==> src/rtl/panel_pkg.sv <==
// rtl/panel_pkg.sv - shared constants, address/pixel field positions and FSM states
// for the LED panel frame loader.
package panel_pkg;

  localparam int PANEL_COLS = 96;
  localparam int PANEL_ROWS = 32;

  localparam int BUF_BIT    = 13;
  localparam int COL7_BIT   = 12;
  localparam int ROW4_BIT   = 11;
  localparam int ROW_LO_MSB = 10;
  localparam int ROW_LO_LSB = 7;
  localparam int COL_LO_MSB = 6;
  localparam int COL_LO_LSB = 0;

  localparam int PIX_R_MSB = 11;
  localparam int PIX_R_LSB = 8;
  localparam int PIX_G_MSB = 7;
  localparam int PIX_G_LSB = 4;
  localparam int PIX_B_MSB = 3;
  localparam int PIX_B_LSB = 0;

  typedef enum logic [1:0] {
    IDLE = 2'd0,
    LOAD = 2'd1,
    SWAP = 2'd2
  } state_t;

  // The driver's bank layout splits col[7] and row[4] above the low row/col fields.
  function automatic logic [13:0] make_addr(input logic bsel, input logic [4:0] row,
                                            input logic [7:0] col);
    logic [13:0] a;
    a = '0;
    a[BUF_BIT]                 = bsel;
    a[COL7_BIT]                = col[7];
    a[ROW4_BIT]                = row[4];
    a[ROW_LO_MSB:ROW_LO_LSB]   = row[3:0];
    a[COL_LO_MSB:COL_LO_LSB]   = col[6:0];
    return a;
  endfunction

endpackage

==> src/rtl/byte_pixel_packer.sv <==
// rtl/byte_pixel_packer.sv - 3-byte to 2-pixel RGB444 gearbox.
// sync_reset together with accept treats the current byte as phase 0.
module byte_pixel_packer
  import panel_pkg::*;
(
  input  logic        clk,
  input  logic        sync_reset,
  input  logic        accept,
  input  logic [7:0]  data,
  output logic [11:0] pixel,
  output logic        pixel_valid
);

  logic [1:0] phase_q;
  logic [7:0] b0_q;
  logic [3:0] nib_q;

  always_comb begin
    pixel       = '0;
    pixel_valid = accept && !sync_reset && (phase_q != 2'd0);
    if (phase_q == 2'd1) begin
      pixel[PIX_R_MSB:PIX_R_LSB] = b0_q[7:4];
      pixel[PIX_G_MSB:PIX_G_LSB] = b0_q[3:0];
      pixel[PIX_B_MSB:PIX_B_LSB] = data[7:4];
    end else begin
      pixel[PIX_R_MSB:PIX_R_LSB] = nib_q;
      pixel[PIX_G_MSB:PIX_G_LSB] = data[7:4];
      pixel[PIX_B_MSB:PIX_B_LSB] = data[3:0];
    end
  end

  always_ff @(posedge clk) begin
    if (sync_reset) begin
      phase_q <= accept ? 2'd1 : 2'd0;
      if (accept) b0_q <= data;
    end else if (accept) begin
      case (phase_q)
        2'd0: begin
          b0_q    <= data;
          phase_q <= 2'd1;
        end
        2'd1: begin
          nib_q   <= data[3:0];
          phase_q <= 2'd2;
        end
        default: phase_q <= 2'd0;
      endcase
    end
  end

endmodule

==> src/rtl/frame_loader.sv <==
// rtl/frame_loader.sv - unpacks a host byte stream into RGB444 pixels, writes them
// into the panel driver's back framebuffer and hands off the buffer at end of frame.
module frame_loader
  import panel_pkg::*;
#(
  parameter int COLS = PANEL_COLS,
  parameter int ROWS = PANEL_ROWS
) (
  input  logic        clk,
  input  logic        rst_n,
  input  logic        in_valid,
  output logic        in_ready,
  input  logic [7:0]  in_data,
  input  logic        in_sof,
  output logic        wr,
  output logic [13:0] wr_addr,
  output logic [11:0] wr_data,
  output logic        buffer_select,
  input  logic        buffer_current,
  output logic        frame_done,
  output logic        busy
);

  localparam logic [7:0] COL_LAST = 8'(COLS - 1);
  localparam logic [4:0] ROW_LAST = 5'(ROWS - 1);

  state_t      state_q, state_d;
  logic        back_q;
  logic        swap_first_q;
  logic [4:0]  row_q;
  logic [7:0]  col_q;

  logic        hs, sof_hs, frame_byte;
  logic        pk_accept, pk_sync;
  logic [11:0] pixel;
  logic        pix_valid;
  logic        last_pix;

  assign hs         = in_valid && in_ready;
  assign sof_hs     = hs && in_sof;
  assign frame_byte = hs && ((state_q == LOAD) || in_sof);
  assign pk_accept  = rst_n && frame_byte;
  assign pk_sync    = !rst_n || sof_hs;
  assign last_pix   = pix_valid && (row_q == ROW_LAST) && (col_q == COL_LAST);

  byte_pixel_packer u_packer (
    .clk         (clk),
    .sync_reset  (pk_sync),
    .accept      (pk_accept),
    .data        (in_data),
    .pixel       (pixel),
    .pixel_valid (pix_valid)
  );

  always_ff @(posedge clk) begin
    if (!rst_n) state_q <= IDLE;
    else        state_q <= state_d;
  end

  // The first SWAP cycle only publishes the new buffer; the compare starts one cycle later.
  always_comb begin
    state_d    = state_q;
    in_ready   = 1'b1;
    busy       = 1'b0;
    frame_done = 1'b0;
    case (state_q)
      IDLE: begin
        if (sof_hs) state_d = LOAD;
      end
      LOAD: begin
        busy = 1'b1;
        if (last_pix) state_d = SWAP;
      end
      SWAP: begin
        in_ready = 1'b0;
        busy     = 1'b1;
        if (!swap_first_q && (buffer_current == buffer_select)) begin
          frame_done = 1'b1;
          state_d    = IDLE;
        end
      end
      default: state_d = IDLE;
    endcase
  end

  always_ff @(posedge clk) begin
    if (!rst_n) begin
      wr            <= 1'b0;
      wr_addr       <= '0;
      wr_data       <= '0;
      buffer_select <= 1'b0;
      back_q        <= 1'b0;
      swap_first_q  <= 1'b0;
      row_q         <= '0;
      col_q         <= '0;
    end else begin
      wr <= pix_valid;
      if (pix_valid) begin
        wr_addr <= make_addr(back_q, row_q, col_q);
        wr_data <= pixel;
      end

      if (sof_hs) begin
        row_q <= '0;
        col_q <= '0;
        if (state_q == IDLE) back_q <= ~buffer_select;
      end else if (pix_valid) begin
        if (col_q == COL_LAST) begin
          col_q <= '0;
          row_q <= row_q + 5'd1;
        end else begin
          col_q <= col_q + 8'd1;
        end
      end

      swap_first_q <= (state_q == LOAD) && (state_d == SWAP);
      if ((state_q == SWAP) && swap_first_q) buffer_select <= back_q;
    end
  end

endmodule

==> config.mk <==
export PLATFORM = sky130hd
export DESIGN_NAME = frame_loader
export DESIGN_NICKNAME = d
export VERILOG_FILES = /design/src/rtl/panel_pkg.sv /design/src/rtl/byte_pixel_packer.sv /design/src/rtl/frame_loader.sv
export SDC_FILE = /design/constraint.sdc
export NUM_CORES = 1
export LEC_CHECK = 0
export ABC_AREA = 1
export CAP_MARGIN = 10
export CORE_MARGIN = 2
export CORE_UTILIZATION = 56
export DETAILED_ROUTE_END_ITERATION = 16
export GPL_ROUTABILITY_DRIVEN = 0
export PLACE_DENSITY_LB_ADDON = 0.1
export SETUP_SLACK_MARGIN = 0.1
export SLEW_MARGIN = 20
export SYNTH_ARGS = -nofsm -noshare
export SYNTH_HDL_FRONTEND = slang
export SYNTH_HIERARCHICAL = 1
export SYNTH_SLANG_ARGS = --single-unit
export TNS_END_PERCENT = 1
==> constraint.sdc <==
create_clock -name clk -period 3.16 [get_ports clk]
set_input_delay 0.632 -clock clk [delete_from_list [all_inputs] [get_ports clk]]
set_output_delay 0.632 -clock clk [all_outputs]
set_load 0.005 [all_outputs]
## Yosys cells after proc, flatten, opt, wreduce, memory -nomap -nowiden

Index checks and enable logic that the tools add are counted.

| cells by class | value |
|---|---|
| add/subtract/negate cells | 2 |
| equality and inequality tests | 7 |
| muxes and demuxes | 18 |
| bitwise logic cells | 3 |
| reductions and logical operators | 27 |

Operators with widths:

| operator | count |
|---|---|
| $mux 8 | 5 |
| $mux 12 | 1 |
| $logic_and 1x1->1 | 11 |
| $mux 2 | 5 |
| $add 8x1->8 const B | 1 |
| $eq 8x7->1 const B | 1 |
| $pmux 2 s3 | 1 |
| $reduce_and 2->1 | 3 |
| $reduce_bool 2->1 | 3 |
| $add 5x1->5 const B | 1 |
| $eq 5x5->1 const B | 1 |
| $mux 1 | 5 |
| $eq 2x1->1 const B | 2 |
| $eq 2x2->1 const B | 2 |
| $logic_not 2->1 | 2 |
| $pmux 2 s2 | 1 |
| $reduce_or 2->1 | 2 |
| $logic_not 1->1 | 3 |
| $not 1->1 | 3 |
| $reduce_and 3->1 | 1 |
| $logic_or 1x1->1 | 2 |
| $eq 1x1->1 | 1 |

| storage, ports and cells | value |
|---|---|
| bits in registers | 59 |
| bits of input ports | 13 |
| output and inout port bits | 31 |

## Depth between registers and ports, before layout

| logic depth | value |
|---|---|
| depth after elaboration | 14 |
| depth in mapped cells | 14 |
| mapped depth without buffers | 14 |

## Cells and area by module

The synthesis kept the hierarchy.

By module, submodules not included:

| module | instances | cells each | area an instance (µm²) |
|---|---|---|---|
| frame_loader | 1 | 238 | 1870.5 |
| byte_pixel_packer | 1 | 68 | 641.9 |

## Worst setup path after synthesis

OpenSTA, ideal clock, no wires.

| path | value |
|---|---|
| kind | input to register |
| start | input rst_n |
| end | register state_q[0] |
| data arrival time | 1920 ps |
| data required time | 3043 ps |
| setup slack | 1124 ps |
| stages | 10 |
| cells stage by stage | clkbuf_1 > o2111a_1 > nand2_1 > nor2_1 > nand2_1 > nor2_4 > nand3_1 > nand2_1 > nand2_1 > nor3b_1 |

| between the ends | value |
|---|---|
| elaborated cells on any way between the ends | 10 |
| classes of those cells | 2 x mux; 8 x reduce/logical |

RTL lines:

| element | RTL line | text |
|---|---|---|
| start, declared | frame_loader.sv:10 | `input logic rst_n,` |
| $logic_and 1x1->1 | frame_loader.sv:42 | `assign pk_accept = rst_n && frame_byte;` |
| named net pk_accept | frame_loader.sv:34 | `logic pk_accept, pk_sync;` |
| $logic_and 1x1->1 (2 in a row) | byte_pixel_packer.sv:20 | `pixel_valid = accept && !sync_reset && (phase_q != 2'd0);` |
| named net pix_valid | frame_loader.sv:36 | `logic pix_valid;` |
| $logic_and 1x1->1 (2 in a row) | frame_loader.sv:44 | `assign last_pix = pix_valid && (row_q == ROW_LAST) && (col_q == COL_LAST);` |
| $mux 2 | frame_loader.sv:72 | `if (last_pix) state_d = SWAP;` |
| $pmux 2 s3 | frame_loader.sv:66 | `case (state_q)` |
| end signal, assigned | frame_loader.sv:57 | `else state_q <= state_d;` |
| end, declared | frame_loader.sv:27 | `state_t state_q, state_d;` |

The timed path passes the listed nets, and every way through them passes these cells.
A chain may end at the register's enable or synchronous reset.

## Worst setup path in the final report

| path | value |
|---|---|
| start | input buffer_current |
| end | output frame_done |

| between the ends | value |
|---|---|
| word-level cells in the longest chain between the ends | 4 |

Ends and longest elaborated chain:

| element | RTL line | text |
|---|---|---|
| start, declared | frame_loader.sv:19 | `input logic buffer_current,` |
| $eq 1x1->1 | frame_loader.sv:77 | `if (!swap_first_q && (buffer_current == buffer_select)) begin` |
| $logic_and 1x1->1 | frame_loader.sv:77 |  |
| $mux 1 | frame_loader.sv:77 |  |
| $mux 1 | frame_loader.sv:66 |  |
| end, declared | frame_loader.sv:20 | `output logic frame_done,` |

No other way between the ends.

==> qor.txt <==
crit path max-delay cell type -> clkdlybuf4s50_1
Max stage delay on crit path -> 520 ps
DRC violations left -> 0
Via Count -> 2089
max-slew violations -> 0
Total Routed Length -> 5.23 mm
Worst R2R Setup Slack -> 860 ps
Antenna Nets Post-Route -> 0
clock-pin slew on the worst setup and hold paths -> 60 ps
Area growth syn-to-layout -> 26.5%
post-synth top area share -> 0.359
initial antenna violation count -> 0
die area -> 5040 um^2
Rel. slew slack -> 0.558
Worst setup EP type -> primary output
Post-CTS Setup Bufs -> 0
Core ar. -> 4320 um^2
PnR Total Power -> 1600 uW
clk sink count -> 59
Fin Clk Skew -> 9.70 ps
Gate power share -> 0.081
mean post-synth cell area -> 8.21 um^2
post-DP HPWL -> 3.65 mm
CTS tree -> done
number of synthesized register bits -> 59
Final Cycle Share -> 0.837
H-tree Lvls -> 3
maxcap violations -> 0
largest net degree at the start of global routing -> 29
R2R depth -> 10
Cell Pwr Density -> 504 nW/um^2
post-synth top area cell -> dfxtp_1
required time worst endpoint -> 2530 ps
cts repair resizes -> 0
Die X -> 71.0 um
Static Leak -> 0.00130 uW
distinct cell type count after synthesis -> 29
Finish-stage setup viols -> 0
most common cell after layout, fill and taps aside -> nand2_1
Cells after Synth -> 306
Post-Syn Area -> 2510 um^2
RSZ-0062 raised after global routing -> false
commonest cells after routing, fill and taps aside -> nand2_1, nor2_1, dfxtp_1, clkdlybuf4s50_1
Syn Nets -> 326
global-route wire length before repair -> 8.92 mm
CP Max Fanout -> 3
Fmax achieved -> 378 MHz
sequential element share of the synthesized area -> 0.526
RR Endpoint -> wr_data[3]$_SDFFE_PN0P_
Num CTS Buffers -> 9
average wire per standard cell -> 12.7 um
cell internal pwr -> 1230 uW
Initial DRT Pass Iterations -> 4
clock root buffer -> clkbuf_8
crit path time final -> 2640 ps
n_diodes -> 0
Yosys Warn Count -> 6
Worst-Skew Late Latency -> 340 ps
share of cells above drive strength 1 -> 0.103
CP most frequent cell -> clkdlybuf4s50_1
Switch Pwr -> 373 uW
DRT iter0 DRCs -> 102
hold path depth -> 2
endpoints failing hold -> 0
number of vias per cell -> 5.08
clk buf depth -> 2
# rows -> 24
GRT overflow -> 0
Worst Max-Slew Pin Slew -> 660 ps
Initial Utilization -> 0.581
Post-CTS Hold Fix Bufs -> 0
critical path class -> input port to primary output
die height -> 71.0 um
top cells by area, synth -> dfxtp_1, edfxtp_1, nand2_1
Worst Hold Path EP -> wr_addr[3]$_SDFFE_PN0P_
Cell Chain, Critical Path -> clkdlybuf4s50_1 -> inv_1 -> nand2_1 -> nand3_1 -> nor2_1 -> clkdlybuf4s50_1
Final nets -> 374
worst min-delay path category -> flop to flop
nature of the critical path startpoint -> input port
setup TNS -> 0 ps
crit path launch -> buffer_current
Sw Ratio -> 0.233
PortBufs -> 43
Worst EP arrival -> 2010 ps
peak supply drop -> 0.000413 V
status -> finished clean
clock share of power -> 0.419
worst r2r src -> state_q[0]$_SDFF_PN0_
# IOs -> 44
hold_sp -> wr_addr[3]$_SDFFE_PN0P_
total global-route track usage -> 0.228
vias in the first global route -> 2036
Flop pwr share -> 0.500
sequential cells by signal, summed over array words and instances (netlist names):
| register | cells |
|---|---|
| u_packer/phase_q | 2 |
| u_packer/b0_q | 8 |
| col_q | 8 |
| u_packer/nib_q | 4 |
| wr_addr | 14 |
| wr | 1 |
| swap_first_q | 1 |
| buffer_select | 1 |
| back_q | 1 |
| wr_data | 12 |
| row_q | 5 |
| state_q | 2 |
per-stage QoR:
| step | setup slack, ps | hold WS, ps | util | area (um^2) | std cells |
|---|---|---|---|---|---|
| finish | 516 | 467 | 0.735 | 3180 | 411 |
| global route | 439 | 495 | 0.735 | 3180 | 411 |
| CTS | 544 | 474 | 0.735 | 3180 | 411 |
| detailed placement | 408 | 461 | 0.690 | 2990 | 395 |
| global placement | 489 | 461 | 0.690 | 2990 | 395 |
| floorplan | 1120 | 440 | - | 2510 | 306 |
worst max path at each step:
stage | to | slack [ps] | cells after the start
2_1_floorplan | state_q[0]$_SDFF_PN0_ | 1120 | 10
3_3_place_gp | wr_data[8]$_SDFFE_PN0P_ | 490 | 10
3_5_place_dp | wr_data[11]$_SDFFE_PN0P_ | 410 | 10
4_1_cts | frame_done | 540 | 6
5_1_grt | frame_done | 440 | 6
6_report | frame_done | 520 | 6
critical path, delay by kind of cell:
kind                   cells  cell delay (ps)
buffers and inverters      3             1040
AND/OR/NAND/NOR            3              340
layer usage:
layer / vias to the layer above / track usage / part of all wire
li1: 1083 / - / -
met1: 952 / 0.260 / 0.42
met3: 7 / 0.0698 / 0.047
met4: 0 / 0.0901 / 0.017
met2: 47 / 0.400 / 0.51
met5: - / 0 / 0
synthesized netlist by cell type (all sizes together):
| cell | n |
|---|---|
| nand2 | 72 |
| nor2 | 56 |
| dfxtp | 45 |
| o21ai | 31 |
| a21oi | 25 |
| inv | 24 |
| edfxtp | 14 |
| buf | 8 |
| ha | 7 |
| nand3 | 7 |
| nor3 | 4 |
| clkbuf | 3 |
| nand4 | 3 |
| nor3b | 2 |
| xor2 | 2 |
| and2 | 1 |
| clkinv | 1 |
| o2111a | 1 |
power by group through the flow:
stage	Clock, uW	Combinational, uW	Sequential, uW
global route	707	147	802
detailed placement	0	128	817
CTS	680	130	801
global placement	0	126	817
floorplan	0	75.9	816
finish	672	129	801
kinds of logic after synthesis:
group	Yosys count	synth area share
DFF	59	0.526
xor gates and xnor gates	2	0.00697
adders and majority gates	7	0.0349
buffers and inverters	36	0.0622
and+or+nand+nor	145	0.254
AOI/OAI and AO/OA	57	0.116
cell type report:
| class | instances | area [um^2] |
|---|---|---|
| inverters | 25 | 93.8 |
| well taps | 52 | 65.1 |
| fillers | 365 | 1140 |
| clock buffers | 11 | 141 |
| multi-input cells | 211 | 1040 |
| clock inverters | 5 | 52.6 |
| flip-flops and latches | 59 | 1320 |
| repair buffers | 48 | 468 |
No activity file was read; power rests on OpenSTA's default activity.
